## src/rtl/fan_adder_arb.sv

```systemverilog
// fan_adder_arb: round-robin arbiter time-sharing one fan_adder between NUM_REQ requesters.
//   clk, rst_n                          : clock, asynchronous active-low reset
//   req_valid/req_ready                 : per-requester handshake (ready is one-hot or zero)
//   req_mode/req_data/req_tag/req_sel   : per-requester job fields, requester r at slice r
//   fan_add_en/fan_bypass_en/fan_in/
//   fan_edge_tag_in/fan_sel             : issue-stage drive of the shared adder
//   fan_out/fan_out_valid/fan_edge_tag_out : combinational adder result
//   rsp_valid/rsp_ready/rsp_id/rsp_data/
//   rsp_out_valid/rsp_edge_tag/rsp_err  : response stage
//   FAN_ARB_FIXED_PRIO_EN               : when defined, lowest index wins and the pointer is removed
module fan_adder_arb #(
   parameter int NUM_REQ = 4,
   parameter int DW_DATA = 8,
   parameter int NUM_IN  = 2,
   parameter int SEL_IN  = 2,
   parameter int ID_W    = $clog2(NUM_REQ)
) (
   input  logic                              clk,
   input  logic                              rst_n,
   input  logic [NUM_REQ-1:0]                req_valid,
   output logic [NUM_REQ-1:0]                req_ready,
   input  logic [2*NUM_REQ-1:0]              req_mode,
   input  logic [DW_DATA*NUM_IN*NUM_REQ-1:0] req_data,
   input  logic [2*NUM_IN*NUM_REQ-1:0]       req_tag,
   input  logic [SEL_IN*2*NUM_REQ-1:0]       req_sel,
   output logic                              fan_add_en,
   output logic                              fan_bypass_en,
   output logic [DW_DATA*NUM_IN-1:0]         fan_in,
   output logic [2*NUM_IN-1:0]               fan_edge_tag_in,
   output logic [SEL_IN*2-1:0]               fan_sel,
   input  logic [2*DW_DATA-1:0]              fan_out,
   input  logic [1:0]                        fan_out_valid,
   input  logic [3:0]                        fan_edge_tag_out,
   output logic                              rsp_valid,
   input  logic                              rsp_ready,
   output logic [ID_W-1:0]                   rsp_id,
   output logic [2*DW_DATA-1:0]              rsp_data,
   output logic [1:0]                        rsp_out_valid,
   output logic [3:0]                        rsp_edge_tag,
   output logic                              rsp_err
);
   localparam int DW_JOB = DW_DATA*NUM_IN;
   localparam int TW     = 2*NUM_IN;
   localparam int SW     = SEL_IN*2;
   logic              iss_valid_q, iss_valid_d;
   logic [1:0]        iss_mode_q, iss_mode_d;
   logic [DW_JOB-1:0] iss_data_q, iss_data_d;
   logic [TW-1:0]     iss_tag_q, iss_tag_d;
   logic [SW-1:0]     iss_sel_q, iss_sel_d;
   logic [ID_W-1:0]   iss_id_q, iss_id_d;
   logic              rsp_valid_q, rsp_valid_d;
   logic [ID_W-1:0]   rsp_id_q, rsp_id_d;
   logic [2*DW_DATA-1:0] rsp_data_q, rsp_data_d;
   logic [1:0]        rsp_out_valid_q, rsp_out_valid_d;
   logic [3:0]        rsp_edge_tag_q, rsp_edge_tag_d;
   logic              rsp_err_q, rsp_err_d;
   logic              rsp_adv, iss_adv, accept, gnt_found, iss_err;
   logic [ID_W-1:0]   gnt_id;
`ifndef FAN_ARB_FIXED_PRIO_EN
   logic [ID_W-1:0]   ptr_q, ptr_d;
`endif
   assign rsp_adv = !rsp_valid_q || rsp_ready;
   assign iss_adv = !iss_valid_q || rsp_adv;
   // Search order for the winner; the last match in the loop is the highest-priority one.
   always_comb begin
      gnt_found = 1'b0;
      gnt_id    = '0;
`ifdef FAN_ARB_FIXED_PRIO_EN
      for (int i = NUM_REQ-1; i >= 0; i--)
         if (req_valid[i]) begin
            gnt_found = 1'b1;
            gnt_id    = ID_W'(i);
         end
`else
      for (int i = NUM_REQ; i >= 1; i--)
         if (req_valid[(int'(ptr_q) + i) % NUM_REQ]) begin
            gnt_found = 1'b1;
            gnt_id    = ID_W'((int'(ptr_q) + i) % NUM_REQ);
         end
`endif
   end
   // Ready is forced low while reset is asserted so no requester sees a phantom accept.
   always_comb begin
      req_ready = '0;
      if (rst_n && iss_adv && gnt_found) req_ready[gnt_id] = 1'b1;
   end
   assign accept = |req_ready;
   always_comb begin
      iss_valid_d = iss_adv ? accept : iss_valid_q;
      iss_mode_d  = iss_mode_q;
      iss_data_d  = iss_data_q;
      iss_tag_d   = iss_tag_q;
      iss_sel_d   = iss_sel_q;
      iss_id_d    = iss_id_q;
      if (iss_adv) begin
         iss_mode_d = accept ? req_mode[int'(gnt_id)*2 +: 2] : '0;
         iss_data_d = accept ? req_data[int'(gnt_id)*DW_JOB +: DW_JOB] : '0;
         iss_tag_d  = accept ? req_tag[int'(gnt_id)*TW +: TW] : '0;
         iss_sel_d  = accept ? req_sel[int'(gnt_id)*SW +: SW] : '0;
         iss_id_d   = accept ? gnt_id : '0;
      end
   end
`ifndef FAN_ARB_FIXED_PRIO_EN
   assign ptr_d = accept ? gnt_id : ptr_q;
`endif
   // Modes 00 and 11 are accepted but never enable the adder; their response is zeroed and flagged.
   assign iss_err = iss_mode_q[0] == iss_mode_q[1];
   always_comb begin
      rsp_valid_d     = rsp_adv ? iss_valid_q : rsp_valid_q;
      rsp_id_d        = rsp_id_q;
      rsp_data_d      = rsp_data_q;
      rsp_out_valid_d = rsp_out_valid_q;
      rsp_edge_tag_d  = rsp_edge_tag_q;
      rsp_err_d       = rsp_err_q;
      if (rsp_adv && iss_valid_q) begin
         rsp_id_d        = iss_id_q;
         rsp_data_d      = iss_err ? '0 : fan_out;
         rsp_out_valid_d = iss_err ? '0 : fan_out_valid;
         rsp_edge_tag_d  = iss_err ? '0 : fan_edge_tag_out;
         rsp_err_d       = iss_err;
      end
   end
   always_ff @(posedge clk or negedge rst_n) begin
      if (!rst_n) begin
         iss_valid_q     <= 1'b0;
         iss_mode_q      <= '0;
         iss_data_q      <= '0;
         iss_tag_q       <= '0;
         iss_sel_q       <= '0;
         iss_id_q        <= '0;
         rsp_valid_q     <= 1'b0;
         rsp_id_q        <= '0;
         rsp_data_q      <= '0;
         rsp_out_valid_q <= '0;
         rsp_edge_tag_q  <= '0;
         rsp_err_q       <= 1'b0;
`ifndef FAN_ARB_FIXED_PRIO_EN
         ptr_q           <= ID_W'(NUM_REQ-1);
`endif
      end else begin
         iss_valid_q     <= iss_valid_d;
         iss_mode_q      <= iss_mode_d;
         iss_data_q      <= iss_data_d;
         iss_tag_q       <= iss_tag_d;
         iss_sel_q       <= iss_sel_d;
         iss_id_q        <= iss_id_d;
         rsp_valid_q     <= rsp_valid_d;
         rsp_id_q        <= rsp_id_d;
         rsp_data_q      <= rsp_data_d;
         rsp_out_valid_q <= rsp_out_valid_d;
         rsp_edge_tag_q  <= rsp_edge_tag_d;
         rsp_err_q       <= rsp_err_d;
`ifndef FAN_ARB_FIXED_PRIO_EN
         ptr_q           <= ptr_d;
`endif
      end
   end
   assign fan_add_en      = iss_valid_q && iss_mode_q == 2'b01;
   assign fan_bypass_en   = iss_valid_q && iss_mode_q == 2'b10;
   assign fan_in          = iss_valid_q ? iss_data_q : '0;
   assign fan_edge_tag_in = iss_valid_q ? iss_tag_q : '0;
   assign fan_sel         = iss_valid_q ? iss_sel_q : '0;
   assign rsp_valid       = rsp_valid_q;
   assign rsp_id          = rsp_id_q;
   assign rsp_data        = rsp_data_q;
   assign rsp_out_valid   = rsp_out_valid_q;
   assign rsp_edge_tag    = rsp_edge_tag_q;
   assign rsp_err         = rsp_err_q;
endmodule

```

## config.mk

```make
export PLATFORM = sky130hd
export DESIGN_NAME = fan_adder_arb
export DESIGN_NICKNAME = d
export VERILOG_FILES = /design/src/rtl/fan_adder_arb.sv
export SDC_FILE = /design/constraint.sdc
export NUM_CORES = 1
export LEC_CHECK = 0
export CORE_AREA = 2 2 116 84
export DETAILED_ROUTE_END_ITERATION = 7
export DIE_AREA = 0 0 118 86
export GPL_ROUTABILITY_DRIVEN = 0
export HOLD_SLACK_MARGIN = 0.05
export PLACE_DENSITY = 0.87
export SLEW_MARGIN = 0
export SYNTH_ARGS = -nofsm -noshare
export SYNTH_HDL_FRONTEND = slang
export SYNTH_SLANG_ARGS = --single-unit
```

## constraint.sdc

```tcl
create_clock -name clk -period 3.1 [get_ports clk]
set_clock_uncertainty 0.15 [all_clocks]
set_input_delay 0.62 -clock clk [delete_from_list [all_inputs] [get_ports clk]]
set_output_delay 0.62 -clock clk [all_outputs]
set_load 0.02 [all_outputs]
```

==> impl_metrics.yaml <==
sta:
  setup_violations: 0
  rsz0062_at_grt: "false"
  tns_ns: 0
  worstMarginPinSlew_ns: 0.587
  layout_setup_ws_ns: 0.0662
  finalCriticalPeriod_ns: 3.03
  drv_slew: 0
  hold_viol: 0
  finalCritPeriodShare_pct: 97.9
  hold_ws_ns: 0.195
  fmax_mhz: 330
  slew_headroom_pct: 60.8
route:
  vias_per_cell: 5.41
  drt-pass1-iter-count: 5
  drc: 0
  finalWirelength_um: 12600
  antenna_left: 0
  post_drt_wl_per_cell_um: 18.4
  dr_total_vias: 3690
  drtIter0Drc: 260
worst_setup_path:
  critPathKind: "input pin to primary output"
  slowest_delay_ns: 0.55
  critPathArrivalTime_ns: 2.26
  critPathTopFamily: "buffers and inverters"
  cp_cell_sequence: "clkdlybuf4s50_1, or4_4, nand3b_2, a21o_1, nor2_1, clkdlybuf4s15_1"
  path_buf_inv: 2
  cp.required_ns: 2.33
  endpoint_kind: "primary output"
  startpoint_type: "input pin"
  cp_max_fo: 4
  slowest_stage: "or4_4"
global_route:
  grt_max_degree: 41
  antenna_found_initial: 0
  grt_pass1_vias: 3931
  grt_pass1_wl_um: 20400
  grt_remaining_overflow: 0
  track_usage_pct: 25.3
logic_synthesis:
  yosys.cell_types.count: 35
  synthArstFlopShare_pct: 100
  yosysWarningCount: 0
  ys.flop_type: "dfrtp_1"
  netlist.area_leader.share_pct: 39.8
  yosysMostFrequentCell: "dfrtp_1"
  synthTopCellsByCount: "dfrtp_1, nand2_1, clkbuf_1"
  netlist_area_sq_um: 3460
  yosysSeqAreaShare_pct: 41.3
  synth_area_leaders: "dfrtp_1, a221o_1, mux2_1"
  syn-instance-count: 366
  syn-num-nets: 501
  synth_edf_count: 0
  syn_avg_cell_area_sq_um: 9.44
  ys_seq_elements: 57
  synth_top_cell_by_area: "dfrtp_1"
worst_hold_path:
  hp-class: "input pin to async pin"
clock_network:
  cts_tree: "yes"
  hold_buffers: 0
  clk_latency_ns: 0.32
  cts_sinks: 57
  numCtsBuffers: 9
  cts.clk_slew.worst_paths_ns: 0.05
  htreeDepth: 3
  clk_path_buf_depth: 2
  root_buffer: "clkbuf_16"
cells_and_area:
  seqCellArea_sq_um: 1430
  syn_to_final_growth_pct: 69.3
  diodes: 0
  nFillCells: 761
  final_util_pct: 65.3
  multi_input_area_sq_um: 1860
  num-nets-final: 688
  drive_above_1_share_pct: 10.9
power_and_ir_drop:
  leakagePower_nw: 2.43
  peakVddDrop_v: 0.000362
  pwr_density_cell_nw_per_um2: 630
die:
  die_x_um: 118
  die_y_um: 86
  ios: 189
  die-area_sq_um: 10100
  coreArea_sq_um: 8960
  initial_core_util_pct: 38.6
  num_rows: 29
run:
  drv_cap: 0
place:
  dp_worst_setup_slack_ns: -0.280
  numPortBuffers: 188
  dp_hpwl_um: 9060
run_status:
  outcome: "finished, final reports clean"
-- metrics by stage --
step / instance area, sq um / cells / total power, mW
2_1_floorplan: 3460 / 366 / 1.93
3_3_place_gp: 5540 / 666 / 2.62
3_5_place_dp: 5540 / 666 / 2.67
4_1_cts: 5840 / 682 / 3.72
5_1_grt: 5850 / 682 / 3.89
6_report: 5850 / 682 / 3.69
-- worst paths after layout --
| check | endpoint | slack, ns | cells past startpoint | start |
|---|---|---|---|---|
| max in group asynchronous | iss_data_q[2] | 2.11 | 2 | rst_n |
| worst min-delay path | iss_valid_q | 0.19 | 2 | rst_n |
| worst min register to register | rsp_edge_tag[1] | 0.33 | 2 | rsp_edge_tag[1] |
| min in group clk | rsp_edge_tag[1] | 0.33 | 2 | rsp_edge_tag[1] |
| worst max register to register | iss_data_q[4] | 0.49 | 6 | ptr_q[0] |
| worst max-delay path | req_ready[1] | 0.07 | 6 | req_valid[2] |
-- layer usage --
layer,vias up,routed length [um],track usage [%]
li1,1731,-,-
met1,1776,5360,31.6
met2,159,6230,44.2
met3,24,793,5.85
met4,0,187,7.45
met5,-,0,0
-- worst reg2reg max path: stages (launching register included) --
cell and delay [ns]:
dfstp_2 0.55, and2b_1 0.21, o21a_1 0.23, nor3_4 0.24, buf_4 0.37, mux2_1 0.40, a221o_1 0.34
-- power breakdown --
group | switching (mW) | total (mW) | internal, mW
clock | 0.329 | 1.03 | 0.698
combinational | 0.793 | 1.60 | 0.805
sequential | 0.115 | 1.06 | 0.947
total | 1.24 | 3.69 | 2.45
-- sequential cells by signal, summed over array words and instances, names as in the netlist --
name / count
iss_data_q: 16
rsp_data: 16
iss_sel_q: 4
iss_tag_q: 4
rsp_edge_tag: 4
iss_id_q: 2
iss_mode_q: 2
ptr_q: 2
rsp_id: 2
rsp_out_valid: 2
iss_valid_q: 1
rsp_err: 1
rsp_valid: 1
-- cell families after synthesis --
group	share of synthesized area, %
adders and majority gates	0.724
muxes	9.45
buffers and inverters	5.18
and+or+nand+nor	20.5
AOI/OAI and AO/OA	22.8
DFF	41.3
-- timing repair --
action | CTS | global route
cloned | 0 | 0
pin swaps | 0 | 0
endpoints found under the setup margin | 4 | 2
setup buffers | 0 | 0
resized for setup | 5 | 3
-- cell usage in the layout, fill, tap and decap left out, types with 2 or more instances in the layout --
cell type / count
bufinv_16: 2
o31ai_1: 26
nand3_1: 2
nand2_1: 29
dfrtp_1: 55
dlygate4sd2_1: 4
ha_1: 2
buf_4: 26
a21o_1: 3
a21oi_1: 27
dfstp_2: 2
nand2b_1: 27
clkinv_2: 3
mux2_2: 10
o21a_1: 2
a221o_1: 26
o21ai_2: 2
nor2b_1: 2
clkbuf_16: 9
inv_1: 2
o21ai_0: 25
nand4_1: 26
clkdlybuf4s50_1: 181
nor2_1: 5
mux2_1: 19
and2_1: 26
-- final cells by class --
class | count | area share, %
Multi-Input combinational cell | 268 | 31.8
Inverter | 2 | 0.128
Timing Repair Buffer | 215 | 35.7
Clock buffer | 10 | 3.91
Tap cell | 124 | 2.65
Clock inverter | 6 | 1.41
Sequential cell | 57 | 24.4
No activity file was read; power rests on OpenSTA's default activity.
